### src/rtl/shift_seq_ctrl_pkg.sv
// rtl/shift_seq_ctrl_pkg.sv - shared types and constants for the shift sequencing controller
package shift_seq_ctrl_pkg;

  // Controller states: wait for a word, serialise it, publish the captured word
  typedef enum logic [1:0] {
    IDLE  = 2'd0,
    SHIFT = 2'd1,
    DONE  = 2'd2
  } state_t;

  // Level driven on the serial line when no word is in flight
  localparam logic IDLE_LVL = 1'b1;

endpackage

### src/rtl/shift_seq_ctrl_if.sv
// rtl/shift_seq_ctrl_if.sv - parallel tx/rx handshakes between producer/consumer and controller
interface shift_seq_ctrl_if #(
  parameter int WIDTH = 8
);

  logic [WIDTH-1:0] tx_data;
  logic             tx_valid;
  logic             tx_ready;
  logic [WIDTH-1:0] rx_data;
  logic             rx_valid;
  logic             rx_ready;

  modport master (
    output tx_data, tx_valid, rx_ready,
    input  tx_ready, rx_data, rx_valid
  );

  modport slave (
    input  tx_data, tx_valid, rx_ready,
    output tx_ready, rx_data, rx_valid
  );

endinterface

### src/rtl/shift_tick_gen.sv
// rtl/shift_tick_gen.sv - bit-period down-counter producing shift ticks
module shift_tick_gen #(
  parameter int DIV_W = 8
) (
  input  logic             clk,
  input  logic             rst_n,
  input  logic             clr,       // controller idle: hold counter at zero
  input  logic             load,      // word accepted: start first bit period
  input  logic [DIV_W-1:0] load_val,  // divider presented at accept
  input  logic             en,        // controller shifting
  input  logic [DIV_W-1:0] reload,    // divider frozen for the current word
  input  logic             stop,      // current tick is the last of the word
  output logic             tick,
  output logic             strobe     // registered copy of tick, aligned with it
);

  logic [DIV_W-1:0] cnt;

  assign tick = en && (cnt == '0);

  // Count down to zero, reload on each tick; never wraps since zero always reloads
  always_ff @(posedge clk or negedge rst_n) begin
    if (!rst_n) begin
      cnt <= '0;
    end else if (load) begin
      cnt <= load_val;
    end else if (clr) begin
      cnt <= '0;
    end else if (en) begin
      cnt <= tick ? reload : cnt - DIV_W'(1);
    end
  end

  // Predict next cycle's tick so the strobe is a flop yet lines up with the tick cycle
  always_ff @(posedge clk or negedge rst_n) begin
    if (!rst_n) begin
      strobe <= 1'b0;
    end else if (load) begin
      strobe <= (load_val == '0);
    end else if (en) begin
      strobe <= tick ? (!stop && (reload == '0)) : (cnt == DIV_W'(1));
    end else begin
      strobe <= 1'b0;
    end
  end

endmodule

### src/rtl/shift_seq_ctrl.sv
// rtl/shift_seq_ctrl.sv - load/shift/capture sequencing for the serial shift register
module shift_seq_ctrl
  import shift_seq_ctrl_pkg::*;
#(
  parameter int WIDTH     = 8,
  parameter int DIV_W     = 8,
  parameter bit LSB_FIRST = 1'b0
) (
  input  logic             clk,
  input  logic             rst_n,
  shift_seq_ctrl_if.slave  bus,
  input  logic [DIV_W-1:0] div,
  output logic             ser_out,
  input  logic             ser_in,
  output logic             shift_en,
  output logic             busy,
  output logic             overrun
);

  localparam int CNT_W = $clog2(WIDTH);
  localparam logic [CNT_W-1:0] LAST_BIT = CNT_W'(WIDTH - 1);

  state_t           state;
  logic [WIDTH-1:0] shreg;
  logic [WIDTH-1:0] shreg_next;
  logic [CNT_W-1:0] bit_cnt;
  logic [DIV_W-1:0] div_q;
  logic             tick;
  logic             accept;
  logic             last;

  assign bus.tx_ready = (state == IDLE);
  assign busy         = (state != IDLE);
  assign accept       = (state == IDLE) && bus.tx_valid;
  assign last         = tick && (bit_cnt == LAST_BIT);
  assign ser_out      = (state == IDLE) ? IDLE_LVL
                      : (LSB_FIRST ? shreg[0] : shreg[WIDTH-1]);
  assign shreg_next   = LSB_FIRST ? {ser_in, shreg[WIDTH-1:1]}
                                  : {shreg[WIDTH-2:0], ser_in};

  shift_tick_gen #(
    .DIV_W (DIV_W)
  ) u_tick (
    .clk      (clk),
    .rst_n    (rst_n),
    .clr      (state == IDLE),
    .load     (accept),
    .load_val (div),
    .en       (state == SHIFT),
    .reload   (div_q),
    .stop     (last),
    .tick     (tick),
    .strobe   (shift_en)
  );

  // Sequencer: load on accept, shift per tick, publish in DONE with overrun detection
  always_ff @(posedge clk or negedge rst_n) begin
    if (!rst_n) begin
      state        <= IDLE;
      shreg        <= '0;
      bit_cnt      <= '0;
      div_q        <= '0;
      bus.rx_data  <= '0;
      bus.rx_valid <= 1'b0;
      overrun      <= 1'b0;
    end else begin
      overrun <= 1'b0;
      case (state)
        IDLE: begin
          if (accept) begin
            shreg   <= bus.tx_data;
            div_q   <= div;
            bit_cnt <= '0;
            state   <= SHIFT;
          end
        end
        SHIFT: begin
          if (tick) begin
            shreg   <= shreg_next;
            bit_cnt <= bit_cnt + CNT_W'(1);
            if (last) begin
              state <= DONE;
            end
          end
        end
        DONE: begin
          bus.rx_data <= shreg;
          state       <= IDLE;
        end
        default: state <= IDLE;
      endcase

      // A word published in DONE wins over a same-cycle consume
      if (state == DONE) begin
        bus.rx_valid <= 1'b1;
        overrun      <= bus.rx_valid && !bus.rx_ready;
      end else if (bus.rx_valid && bus.rx_ready) begin
        bus.rx_valid <= 1'b0;
      end
    end
  end

endmodule

### src/flat_wrapper.sv
// flat-port wrapper written by rule: the top's interface ports become plain ports
module shift_seq_ctrl_flat import shift_seq_ctrl_pkg::*;
#(
  parameter int WIDTH     = 8,
  parameter int DIV_W     = 8,
  parameter bit LSB_FIRST = 1'b0
)
  (clk, rst_n, div, ser_out, ser_in, shift_en, busy, overrun, bus_tx_data, bus_tx_valid, bus_rx_ready, bus_tx_ready, bus_rx_data, bus_rx_valid);
  shift_seq_ctrl_if #(.WIDTH(WIDTH)) bus_i ();
  input  logic clk;
  input  logic rst_n;
  input  logic [DIV_W-1:0] div;
  output logic ser_out;
  input  logic ser_in;
  output logic shift_en;
  output logic busy;
  output logic overrun;
  input wire logic [$bits(bus_i.tx_data)-1:0] bus_tx_data;
  input wire logic [$bits(bus_i.tx_valid)-1:0] bus_tx_valid;
  input wire logic [$bits(bus_i.rx_ready)-1:0] bus_rx_ready;
  output wire logic [$bits(bus_i.tx_ready)-1:0] bus_tx_ready;
  output wire logic [$bits(bus_i.rx_data)-1:0] bus_rx_data;
  output wire logic [$bits(bus_i.rx_valid)-1:0] bus_rx_valid;
  assign bus_i.tx_data = bus_tx_data;
  assign bus_i.tx_valid = bus_tx_valid;
  assign bus_i.rx_ready = bus_rx_ready;
  assign bus_tx_ready = bus_i.tx_ready;
  assign bus_rx_data = bus_i.rx_data;
  assign bus_rx_valid = bus_i.rx_valid;
  shift_seq_ctrl #(.WIDTH(WIDTH), .DIV_W(DIV_W), .LSB_FIRST(LSB_FIRST)) u_core (.clk(clk), .rst_n(rst_n), .bus(bus_i), .div(div), .ser_out(ser_out), .ser_in(ser_in), .shift_en(shift_en), .busy(busy), .overrun(overrun));
endmodule
### config.mk
export PLATFORM = sky130hd
export DESIGN_NAME = shift_seq_ctrl_flat
export DESIGN_NICKNAME = d
export VERILOG_FILES = /design/src/rtl/shift_seq_ctrl_pkg.sv /design/src/rtl/shift_seq_ctrl_if.sv /design/src/rtl/shift_tick_gen.sv /design/src/rtl/shift_seq_ctrl.sv /design/src/flat_wrapper.sv
export SDC_FILE = /design/constraint.sdc
export NUM_CORES = 1
export LEC_CHECK = 0
export CAP_MARGIN = 40
export CORE_MARGIN = 4
export CORE_UTILIZATION = 56
export CTS_CLUSTER_DIAMETER = 200
export DETAILED_ROUTE_END_ITERATION = 16
export PLACE_DENSITY = 0.84
export SYNTH_ARGS = -nofsm -noshare
export SYNTH_HDL_FRONTEND = slang
export SYNTH_SLANG_ARGS = --single-unit
export TNS_END_PERCENT = 10
### constraint.sdc
create_clock -name clk -period 3.6 [get_ports clk]
set_input_delay 0.72 -clock clk [delete_from_list [all_inputs] [get_ports clk]]
set_output_delay 0.72 -clock clk [all_outputs]
set_load 0.03 [all_outputs]
==> impl_metrics.toml <==
[outcome]
status = "finished clean"

[cts]
cts_hold_buf = 0
h-tree-depth = 2
post-cts-setup-buffers = 0
clock_path_buffers = 2
cts-root-buf = "clkbuf_4"
cts_resized = 0
cts_tree = "built"
cts.sinks = 40
clock_latency_ns = 0.35
cts.clk_slew.worst_paths_ns = 0.12
numCtsBuffers = 5

[global_routing]
grt_pass1_vias = 1621
grt-ovfl-total = 0
grt_pass1_wl_mm = 7.36
grt_max_degree = 24
groute.usage.overall_pct = 21.8
antenna_found_initial = 0

[pwr]
p_leak_uw = 0.00112
ir_worst_vdd_uv = 406
powerDensity_nw_per_um2 = 579

[hold_path]
hold_path.class = "input pin to async pin"

[layout]
fin_nets = 250
drive_gt1_share_pct = 10.3
final_area_sq_um = 2410
n_antenna_cell = 0
syn_to_final_growth_pct = 22.2

[routing]
vias = 1564
via_per_inst = 5.79
antenna_left = 0
drt_wl_total_mm = 4.25
avgRoutedWirePerCell_microns = 15.7
drt_iter0_markers = 166
detail_route.first_pass.iterations = 4
drc = 0

[timing]
setup_viol = 0
timing.final.crit_period_ns = 2.74
tightestPinTransition_ns = 0.536
relSlewSlack_pct = 64.2
finalClockSkew_ns = 0.0158
drv_slew = 0
finalHoldViolCount = 0
rsz0062_at_grt = "no"
max_freq_mhz = 366
fin_crit_sh_pct = 76.0
tns_ns = 0

[setup_path]
crit_arrival_ns = 2.02
cp_max_fo = 14
cp-end-kind = "primary output"
critPathKind = "flop to primary output"
crit_required_ns = 2.88
start_kind = "flop"

[floorplanning]
die_x_microns = 67.4
initial_core_util_pct = 58.7
fp.dieH_microns = 67.4
io-pin-count = 35
core-area_sq_um = 3360
row_count = 21
dieArea_sq_um = 4540

[place]
dpl.hpwl_mm = 3.16
gp_congestion = 0.893
place_area_sq_um = 2360
io_buffers = 34

[logic_synthesis]
avgSynthCellArea_sq_um = 10.5
synth_edf_count = 0
yosys_warnings = 0
synth_common_cells = "dfrtp_1 (40), nand2_1 (37), mux2i_1 (15), nor2_1 (12), a21oi_1 (11)"
post-synth-top-count-cell = "dfrtp_1"
netlist_top_cells_area = "dfrtp_1 (51%), mux2i_1 (7.6%), nand2_1 (7.0%)"
syn_inst = 188
syn_area_sq_um = 1970
synth_nets = 214
ys_async_sr_fraction_pct = 100
synth-main-ff-cell = "dfrtp_1"
synth_seq_cells = 40
seq_area_frac_synth_pct = 50.7
yosysTopAreaCell = "dfrtp_1"
yosysTopAreaCellShare_pct = 50.7
yosys.cell_types.count = 36

[flow_run]
drv_cap = 0
## placed cells by master (no fill, tap or decap), drive strengths merged, types with 2 or more instances in the layout
master / n
xor2: 3
mux2i: 15
a21o: 2
nor2b: 2
clkbuf: 6
nor3: 2
mux2: 8
ha: 5
nor4: 5
clkdlybuf4s50: 33
a32oi: 2
nand2: 37
dfrtp: 40
nand2b: 3
a21oi: 11
o31ai: 2
nor2: 12
nor3b: 3
nand3: 4
o211ai: 5
a41o: 2
buf: 4
inv: 7
## final timing paths
kind                                      startpoint                   end  slack, ns  depth (start not counted)
worst max-delay path                 u_core.state[1]               ser_out       0.86                          3
worst min-delay path                           rst_n       u_core.div_q[2]       0.30                          1
worst max register to register  u_core.u_tick.cnt[5]  u_core.u_tick.cnt[4]       1.67                          4
worst min register to register     u_core.bit_cnt[0]     u_core.bit_cnt[0]       0.51                          1
max in group asynchronous                      rst_n       u_core.shreg[7]       2.82                          2
min in group clk                   u_core.bit_cnt[0]     u_core.bit_cnt[0]       0.51                          1
## power by group
part / internal [uW] / switching, uW / total, uW
Sequential: 570 / 134 / 703
Clock: 72.1 / 137 / 209
Combinational: 234 / 249 / 483
## critical path, stage by stage (launching register included)
cell and delay [ns]:
dfrtp_1 0.64, nor2_1 0.16, or2_2 0.29, clkdlybuf4s50_1 0.59
## logic make-up after synthesis
| family | count (synthesis) | share of synthesized area, % |
|---|---|---|
| simple gates | 73 | 18.6 |
| flops | 40 | 50.7 |
| compound gates | 28 | 10.0 |
| mux | 23 | 12.2 |
| buf+inv | 15 | 3.55 |
| fa+ha+maj | 5 | 3.17 |
| xor+xnor | 4 | 1.78 |
## flip-flops by register name, indices dropped and copies added, names as in the netlist
register	cells
u_core.u_tick.strobe	1
u_core.div_q	8
u_core.bit_cnt	3
u_core.bus.rx_data	8
u_core.shreg	8
u_core.bus.rx_valid	1
u_core.overrun	1
u_core.state	2
u_core.u_tick.cnt	8
## layout make-up
class / instances / area (sq um)
multi-input combinational: 133 / 902
inverter: 7 / 26.3
fill: 260 / 952
sequential: 40 / 1000
clock inverter: 1 / 5.00
clock buffer: 6 / 41.3
tap: 46 / 57.6
timing repair buffer: 37 / 378
## per-layer routing
metal / vias up / GRT usage [%] / wire (microns) / share of wire (%)
met1: 760 / 27.1 / 1810 / 43
met3: 10 / 5.16 / 291 / 6.8
met5: - / 0 / 0 / 0
li1: 727 / - / - / -
met2: 67 / 36.4 / 2060 / 48
met4: 0 / 9.11 / 85 / 2.0
## per-stage QoR
step           std cells  worst slack (ns)  utilization [%]  hold WS [ns]  power, uW
5_1_grt              270             0.763             71.7         0.321       1500
3_5_place_dp         263              1.23             70.3         0.496       1190
3_3_place_gp         262              1.28             69.5         0.469       1150
4_1_cts              270             0.852             71.7         0.313       1400
2_1_floorplan        188              1.50                -         0.424       1040
6_report             270             0.865             71.7         0.298       1400
Power figures use the tool's default switching activity.
